### src/rtl/lcd1602_frame_feeder.sv
// lcd1602_frame_feeder
// Holds a 2x16 character frame buffer and streams the HD44780 init sequence
// followed by full-frame refreshes as rs/data bytes on a valid/ready handshake.
//
// state      | meaning
// -----------+--------------------------------------------------------------
// S_INIT     | emit FUNC_SET, DISP_CTRL, ENTRY_MODE, clear (8'h01)
// S_CLR_WAIT | silent for CLEAR_WAIT cycles while the display clears
// S_IDLE     | nothing to send; start a frame when dirty or refresh
// S_L1_ADDR  | emit line-1 address command 8'h80
// S_L1_CHR   | emit buffer entries 0..15 as character data
// S_L2_ADDR  | emit line-2 address command 8'hC0
// S_L2_CHR   | emit buffer entries 16..31 as character data
module lcd1602_frame_feeder #(
   parameter logic [7:0]  FUNC_SET   = 8'h38,
   parameter logic [7:0]  DISP_CTRL  = 8'h0C,
   parameter logic [7:0]  ENTRY_MODE = 8'h06,
   parameter logic [15:0] CLEAR_WAIT = 16'd2000
) (
   input  logic       clk,
   input  logic       rst,
   input  logic       wr_en,
   input  logic [4:0] wr_addr,
   input  logic [7:0] wr_data,
   input  logic       refresh,
   output logic       out_valid,
   input  logic       out_ready,
   output logic       out_rs,
   output logic [7:0] out_data,
   output logic       init_done,
   output logic       busy
);

   typedef enum logic [2:0] {
      S_INIT, S_CLR_WAIT, S_IDLE, S_L1_ADDR, S_L1_CHR, S_L2_ADDR, S_L2_CHR
   } state_t;

   localparam logic [7:0] CMD_CLEAR = 8'h01;
   localparam logic [7:0] CMD_LINE1 = 8'h80;
   localparam logic [7:0] CMD_LINE2 = 8'hC0;
   localparam logic [7:0] CHR_SPACE = 8'h20;

   state_t      state_q, state_d;
   logic [1:0]  step_q, step_d;
   logic [3:0]  col_q, col_d;
   logic [15:0] wait_q, wait_d;
   logic        dirty_q, dirty_d;
   logic        init_done_q, init_done_d;
   logic        busy_q, busy_d;
   logic        out_valid_q, out_valid_d;
   logic        out_rs_q, out_rs_d;
   logic [7:0]  out_data_q, out_data_d;
   logic [7:0]  buf_q [32];
   logic [7:0]  buf_d [32];

   // Next-state, output-byte loading, dirty tracking and buffer writes.
   // A byte is loaded only while out_valid is low and retired only while it
   // is high, which yields the one idle cycle between consecutive bytes.
   always_comb begin
      state_d     = state_q;
      step_d      = step_q;
      col_d       = col_q;
      wait_d      = wait_q;
      dirty_d     = dirty_q;
      init_done_d = init_done_q;
      out_valid_d = out_valid_q;
      out_rs_d    = out_rs_q;
      out_data_d  = out_data_q;
      buf_d       = buf_q;

      case (state_q)
         S_INIT: begin
            if (!out_valid_q) begin
               out_valid_d = 1'b1;
               out_rs_d    = 1'b0;
               case (step_q)
                  2'd0:    out_data_d = FUNC_SET;
                  2'd1:    out_data_d = DISP_CTRL;
                  2'd2:    out_data_d = ENTRY_MODE;
                  default: out_data_d = CMD_CLEAR;
               endcase
            end else if (out_ready) begin
               out_valid_d = 1'b0;
               if (step_q == 2'd3) begin
                  state_d = S_CLR_WAIT;
                  wait_d  = CLEAR_WAIT;
               end else begin
                  step_d = step_q + 2'd1;
               end
            end
         end
         S_CLR_WAIT: begin
            if (wait_q <= 16'd1) begin
               wait_d      = 16'd0;
               init_done_d = 1'b1;
               state_d     = S_IDLE;
            end else begin
               wait_d = wait_q - 16'd1;
            end
         end
         S_IDLE: begin
            if (dirty_q || refresh) begin
               dirty_d = 1'b0;
               state_d = S_L1_ADDR;
            end
         end
         S_L1_ADDR, S_L2_ADDR: begin
            if (!out_valid_q) begin
               out_valid_d = 1'b1;
               out_rs_d    = 1'b0;
               out_data_d  = (state_q == S_L1_ADDR) ? CMD_LINE1 : CMD_LINE2;
            end else if (out_ready) begin
               out_valid_d = 1'b0;
               col_d       = 4'd0;
               state_d     = (state_q == S_L1_ADDR) ? S_L1_CHR : S_L2_CHR;
            end
         end
         S_L1_CHR, S_L2_CHR: begin
            if (!out_valid_q) begin
               out_valid_d = 1'b1;
               out_rs_d    = 1'b1;
               out_data_d  = buf_q[{(state_q == S_L2_CHR), col_q}];
            end else if (out_ready) begin
               out_valid_d = 1'b0;
               if (col_q == 4'd15) begin
                  state_d = (state_q == S_L1_CHR) ? S_L2_ADDR : S_IDLE;
               end else begin
                  col_d = col_q + 4'd1;
               end
            end
         end
         default: state_d = S_INIT;
      endcase

      // Requests arriving while not idle collapse into a single pending frame.
      if (refresh && (state_q != S_IDLE)) begin
         dirty_d = 1'b1;
      end
      if (wr_en) begin
         dirty_d          = 1'b1;
         buf_d[wr_addr]   = wr_data;
      end

      busy_d = (state_d != S_IDLE);
   end

   // State and output registers; reset abandons any in-flight byte.
   always_ff @(posedge clk) begin
      if (rst) begin
         state_q     <= S_INIT;
         step_q      <= 2'd0;
         col_q       <= 4'd0;
         wait_q      <= 16'd0;
         dirty_q     <= 1'b1;
         init_done_q <= 1'b0;
         busy_q      <= 1'b1;
         out_valid_q <= 1'b0;
         out_rs_q    <= 1'b0;
         out_data_q  <= 8'h00;
         for (int i = 0; i < 32; i++) begin
            buf_q[i] <= CHR_SPACE;
         end
      end else begin
         state_q     <= state_d;
         step_q      <= step_d;
         col_q       <= col_d;
         wait_q      <= wait_d;
         dirty_q     <= dirty_d;
         init_done_q <= init_done_d;
         busy_q      <= busy_d;
         out_valid_q <= out_valid_d;
         out_rs_q    <= out_rs_d;
         out_data_q  <= out_data_d;
         buf_q       <= buf_d;
      end
   end

   assign out_valid = out_valid_q;
   assign out_rs    = out_rs_q;
   assign out_data  = out_data_q;
   assign init_done = init_done_q;
   assign busy      = busy_q;

endmodule
### config.mk
export PLATFORM = sky130hd
export DESIGN_NAME = lcd1602_frame_feeder
export DESIGN_NICKNAME = d
export VERILOG_FILES = /design/src/rtl/lcd1602_frame_feeder.sv
export SDC_FILE = /design/constraint.sdc
export NUM_CORES = 1
export LEC_CHECK = 0
export BUFFER_PORTS_ARGS = -buffer_cell sky130_fd_sc_hd__buf_2
export CELL_PAD_IN_SITES_DETAIL_PLACEMENT = 1
export CELL_PAD_IN_SITES_GLOBAL_PLACEMENT = 1
export CORE_AREA = 3 3 146 218
export CTS_CLUSTER_SIZE = 14
export DETAILED_ROUTE_END_ITERATION = 7
export DIE_AREA = 0 0 149 221
export PLACE_DENSITY_LB_ADDON = 0.2
export SYNTH_ARGS = -nofsm -noshare
export SYNTH_HDL_FRONTEND = slang
export SYNTH_SLANG_ARGS = --single-unit
### constraint.sdc
create_clock -name clk -period 1.8 [get_ports clk]
set_input_delay 0.27 -clock clk [delete_from_list [all_inputs] [get_ports clk]]
set_output_delay 0.27 -clock clk [all_outputs]
set_load 0.01 [all_outputs]
Word level (Yosys, flattened, before mapping)
Index checks and enable logic that the tools add are counted.
Word-level totals
  bits in registers: 294
  input bits: 18
  output and inout bits: 12
Cells by class
  add/subtract/negate cells: 3
  order comparisons: 4
  equality and inequality tests: 24
  muxes and demuxes: 41
  bitwise gates (word level): 3
  reductions and logical operators: 21
Operators with widths (number)
  bitwise mux 256 bit: 1
  two-way mux 16 bit: 4
  two-way mux 8 bit: 6
  binary-select mux 8 bit (select 5 bit): 1
  demux 8 bit (select 5 bit): 1
  two-way mux 3 bit: 11
  one-hot mux 16 bit (2 select lines): 1
  != test 2 bit, second input constant: 12
  one-hot mux 8 bit (3 select lines): 1
  two-way mux 4 bit: 5
  one-hot mux 6 bit (3 select lines): 1
  less-or-equal comparator 16 x 1 -> 1 bit, second input constant: 1
  subtractor 16 x 1 -> 16 bit, second input constant: 1
  one-hot mux 3 bit (5 select lines): 1
  greater-or-equal comparator 6 bit, second input constant: 2
  inverter 5 -> 6 bit: 2
  AND reduction 4 bit: 3
  equality test 3 bit, second input constant: 3
  one-hot mux 4 bit (2 select lines): 1
  two-way mux 7 bit: 1
  equality test 3 x 2 -> 1 bit, second input constant: 2
  < comparator 6 x 1 -> 1 bit, second input constant: 1
  != test 3 x 2 -> 1 bit, second input constant: 2
  AND reduction 6 bit: 1
  other kinds (21): 31

Depth between registers and ports, before layout
  depth in word-level cells: 7
  mapped depth: 9

Worst setup path after synthesis
OpenSTA, ideal clock, no wires.
  kind: register to register
  start: register col_q[0]
  end: register out_data_q[4], in the netlist out_data[4]
  arrival: 1757 ps
  data required time: 1673 ps
  slack: -84 ps
  cell stages (with the launch flop): 8
  path buffers: 2
  clock period less this slack: 1884 ps
  cells stage by stage: dfxtp_1 buf_6 buf_8 mux4_2 a22oi_1 nand3_1 a2111oi_2 nor3_1
Between the ends
  longest elaborated chain between the ends: 6
Ends and longest elaborated chain
  start, declared: line 45  | logic [3:0] col_q, col_d;
  start signal, assigned: line 166  | col_q <= col_d;
  inverter 5 -> 6 bit: line 122  | out_data_d = buf_q[{(state_q == S_L2_CHR), col_q}];
  binary-select mux 8 bit (select 5 bit): line 122
  two-way mux 8 bit (implied by the code) (2 in series): line 122
  two-way mux 8 bit: line 119  | if (!out_valid_q) begin
  one-hot mux 8 bit (3 select lines): line 71  | case (state_q)
  end signal, assigned: line 173  | out_data_q <= out_data_d;
  end, declared: line 52  | logic [7:0] out_data_q, out_data_d;
No other way between the ends. The select of a mux whose other input is x is not followed.
A chain may end at the register's enable or synchronous reset.

Worst setup path in the final report
  start: register col_q[0]
  end: register out_data_q[0], in the netlist out_data[0]
Same word-level chain as after synthesis.

==> flow_summary.yaml <==
outcome:
  status: "finished with violations"
  violations: "setup timing"
clocking:
  insertion_delay_ns: 0.57
  cts_root_buf: "clkbuf_16"
  clk_pin_slew_ns: 0.06
  cts_sinks: 294
  clockBufferDepth: 3
  numCtsBuffers: 29
  cts-htree-levels: 1
  cts_tree: "done"
sta:
  maxSlewHeadroom_pct: 49.3
  maxClockFrequency_mhz: 487
  period_needed_ns: 2.05
  setup_viol: 10
  skew_ns: 0.0213
  fin_ws_ns: -0.254
  tns_ns: -1.44
  hold_viol_final: 0
  worst_slew_pin_slew_ns: 0.761
  rsz0062_at_grt: "true"
  period_share_pct: 114
  drv_slew: 0
  holdWs_ns: 0.0394
placement:
  io_buffers: 29
  preCtsSetupSlack_ns: -0.291
  dp_hpwl_um: 29400
  dp_cells: 1861
  place_congestion: 0.875
  placed_area_um2: 15200
power_and_ir_drop:
  power_mw: 13.5
  internal-power_mw: 10.3
  seqPwrFrac_pct: 49.1
  p_leak_nw: 6.36
  ir_worst_vdd_mv: 0.862
  switchingPower_mw: 3.20
  powerDensity_nw_per_um2: 816
  p_clk_share_pct: 45.3
  swShare_pct: 23.8
  combPwrFrac_pct: 5.6
synth:
  yosysWarnings: 0
  async_flop_share_pct: 0
  synthCells: 1381
  yosysTopAreaCell: "dfxtp_1"
  ys_ff_latch: 294
  syn_avg_cell_area_um2: 9.75
  synth.cell_area_um2: 13500
  syn_nets: 1406
  synth_top_area_share_pct: 43.7
  synth_top_flop_cell: "dfxtp_1"
  yosysSeqAreaShare_pct: 43.7
  synth.distinct_cells: 63
  synth_enable_flop_cells: 0
  synth_area_leaders: "dfxtp_1 44%, mux2i_1 20%, mux4_2 7.0%"
routing:
  vias: 10953
  drcViolationCount: 0
  ant_nets: 0
  wirelength_um: 43300
  avgRoutedWirePerCell_um: 22.4
  drt-initial-drc-count: 543
  drtPass1Iterations: 5
  routed_via_density: 5.68
grt:
  grt_pass1_vias: 11666
  grt.busiest_layer: "met2"
  grt_pass1_wl_um: 67000
  grtUsageMet1_pct: 31.1
  grt_usage_pct: 25.7
  grt_max_degree: 55
  overflow: 0
  antenna_found_initial: 0
  use_met3_pct: 2.60
  use_met2_pct: 46.1
finish:
  drive_gt1_share_pct: 24.0
  final_cell_mix: "288 x dfxtp_1, 256 x mux2i_1, 215 x nor2_1, 138 x buf_4, 118 x nand2_1"
  fin_area_um2: 16500
  finalCoreUtilization_pct: 54.5
  fin_nets: 1533
  area_delta_synth_final_pct: 22.5
  mostFrequentLayoutCell: "dfxtp_1"
  final_cells: 1930
  antennaDiodeCount: 0
critical_path:
  cp.arrival_ns: 2.51
  cp-start-kind: "flip-flop"
  crit_cells: 6
  worstPathRequired_ns: 2.25
  timing.critical_path.buf_inv: 1
  cp_max_fo: 7
  slowest_delay_ns: 0.51
  slowest_stage: "mux4_2"
  path_cells: "buf_6 > mux4_2 > mux2i_2 > o22ai_2 > or3_1 > o221a_2"
  end_kind: "flip-flop"
  critPathTopFamily: "multiplexers"
  reg2regPathDepth: 6
  crit_type: "reg -> reg"
floorplanning:
  start_util_pct: 44.5
  fp-row-count: 78
  boundaryPins: 30
  dieArea_um2: 32900
  core_area_um2: 30300
  die_h_um: 221
  die_x_um: 149
worst_hold_path:
  hold_class: "in -> reg"
  min_path_cells: 2
run:
  max_cap_viol_count: 0
worst paths after layout:
check | startpoint | end | slack, ns
setup reg to reg | col_q[0] | out_data[0] | -0.25
hold / removal | rst | init_done | 0.04
hold reg to reg | buf_q[170] | buf_q[170] | 0.45
setup / recovery | col_q[0] | out_data[0] | -0.25
registers in the layout, indices dropped and copies added, names as in the netlist:
register / count
out_valid: 1
init_done: 1
dirty_q: 1
col_q: 4
state_q: 3
out_rs: 1
busy: 1
buf_q: 256
step_q: 2
out_data: 8
wait_q: 16
synthesized netlist by cell type, types with 3 or more instances:
cell	n
buf_4	11
o21ai_0	14
xnor2_1	8
inv_1	8
a31oi_1	6
or2_2	3
a311oi_1	3
nand4_1	5
o211ai_1	4
buf_6	4
a211oi_1	5
mux4_1	4
nor3b_1	4
nand2_1	118
o221a_2	5
clkbuf_1	72
a21oi_1	70
mux2i_1	265
nor2_2	13
nor4_1	3
and3_1	5
ha_1	7
o22ai_1	7
a22oi_1	14
or3_1	5
nor3_1	8
dfxtp_1	294
o31ai_1	3
nor2b_1	9
o21bai_1	3
buf_2	17
nand3_1	75
nor2_4	3
nand3b_1	6
mux4_2	42
nor2_1	218
buf_1	3
routing by layer:
layer,wire length (um),up-vias
met2,22500,220
met5,0,-
li1,-,5103
met1,17400,5531
met3,1440,99
met4,1960,0
power by group through the flow:
stage | clock, mW | sequential (mW) | combinational, mW
after floorplan | 0 | 6.75 | 0.410
after global placement | 0 | 6.76 | 0.728
after detailed placement | 0 | 6.76 | 0.738
after CTS | 6.19 | 6.61 | 0.749
after global routing | 6.46 | 6.61 | 0.806
final | 6.10 | 6.61 | 0.756
logic make-up after synthesis:
group	after synthesis	synth area share (%)
AO/OA/AOI/OAI	151	7.13
XOR/XNOR	10	0.651
adder cells (fa/ha/maj)	7	0.650
buffers and inverters	118	4.08
flip-flops	294	43.7
multiplexers	311	27.5
AND/OR/NAND/NOR	490	16.3
area by class of cell:
cell class | count | area [um^2]
Clock buffer | 46 | 870
Clock inverter | 7 | 63.8
Fill cell | 3353 | 13800
Inverter | 8 | 30.0
Multi-Input combinational cell | 969 | 7210
Sequential cell | 294 | 5900
Tap cell | 400 | 500
Timing Repair Buffer | 206 | 1920
what timing repair did:
item,in CTS,in global routing
endpoints found under the setup margin,22,28
endpoints found under the hold margin,1,0
gates cloned,0,1
buffers inserted,2,12
pin swaps,1,12
gates resized for setup,25,31
hold buffers,1,0
Note: power is estimated with default switching activity, not from simulation.
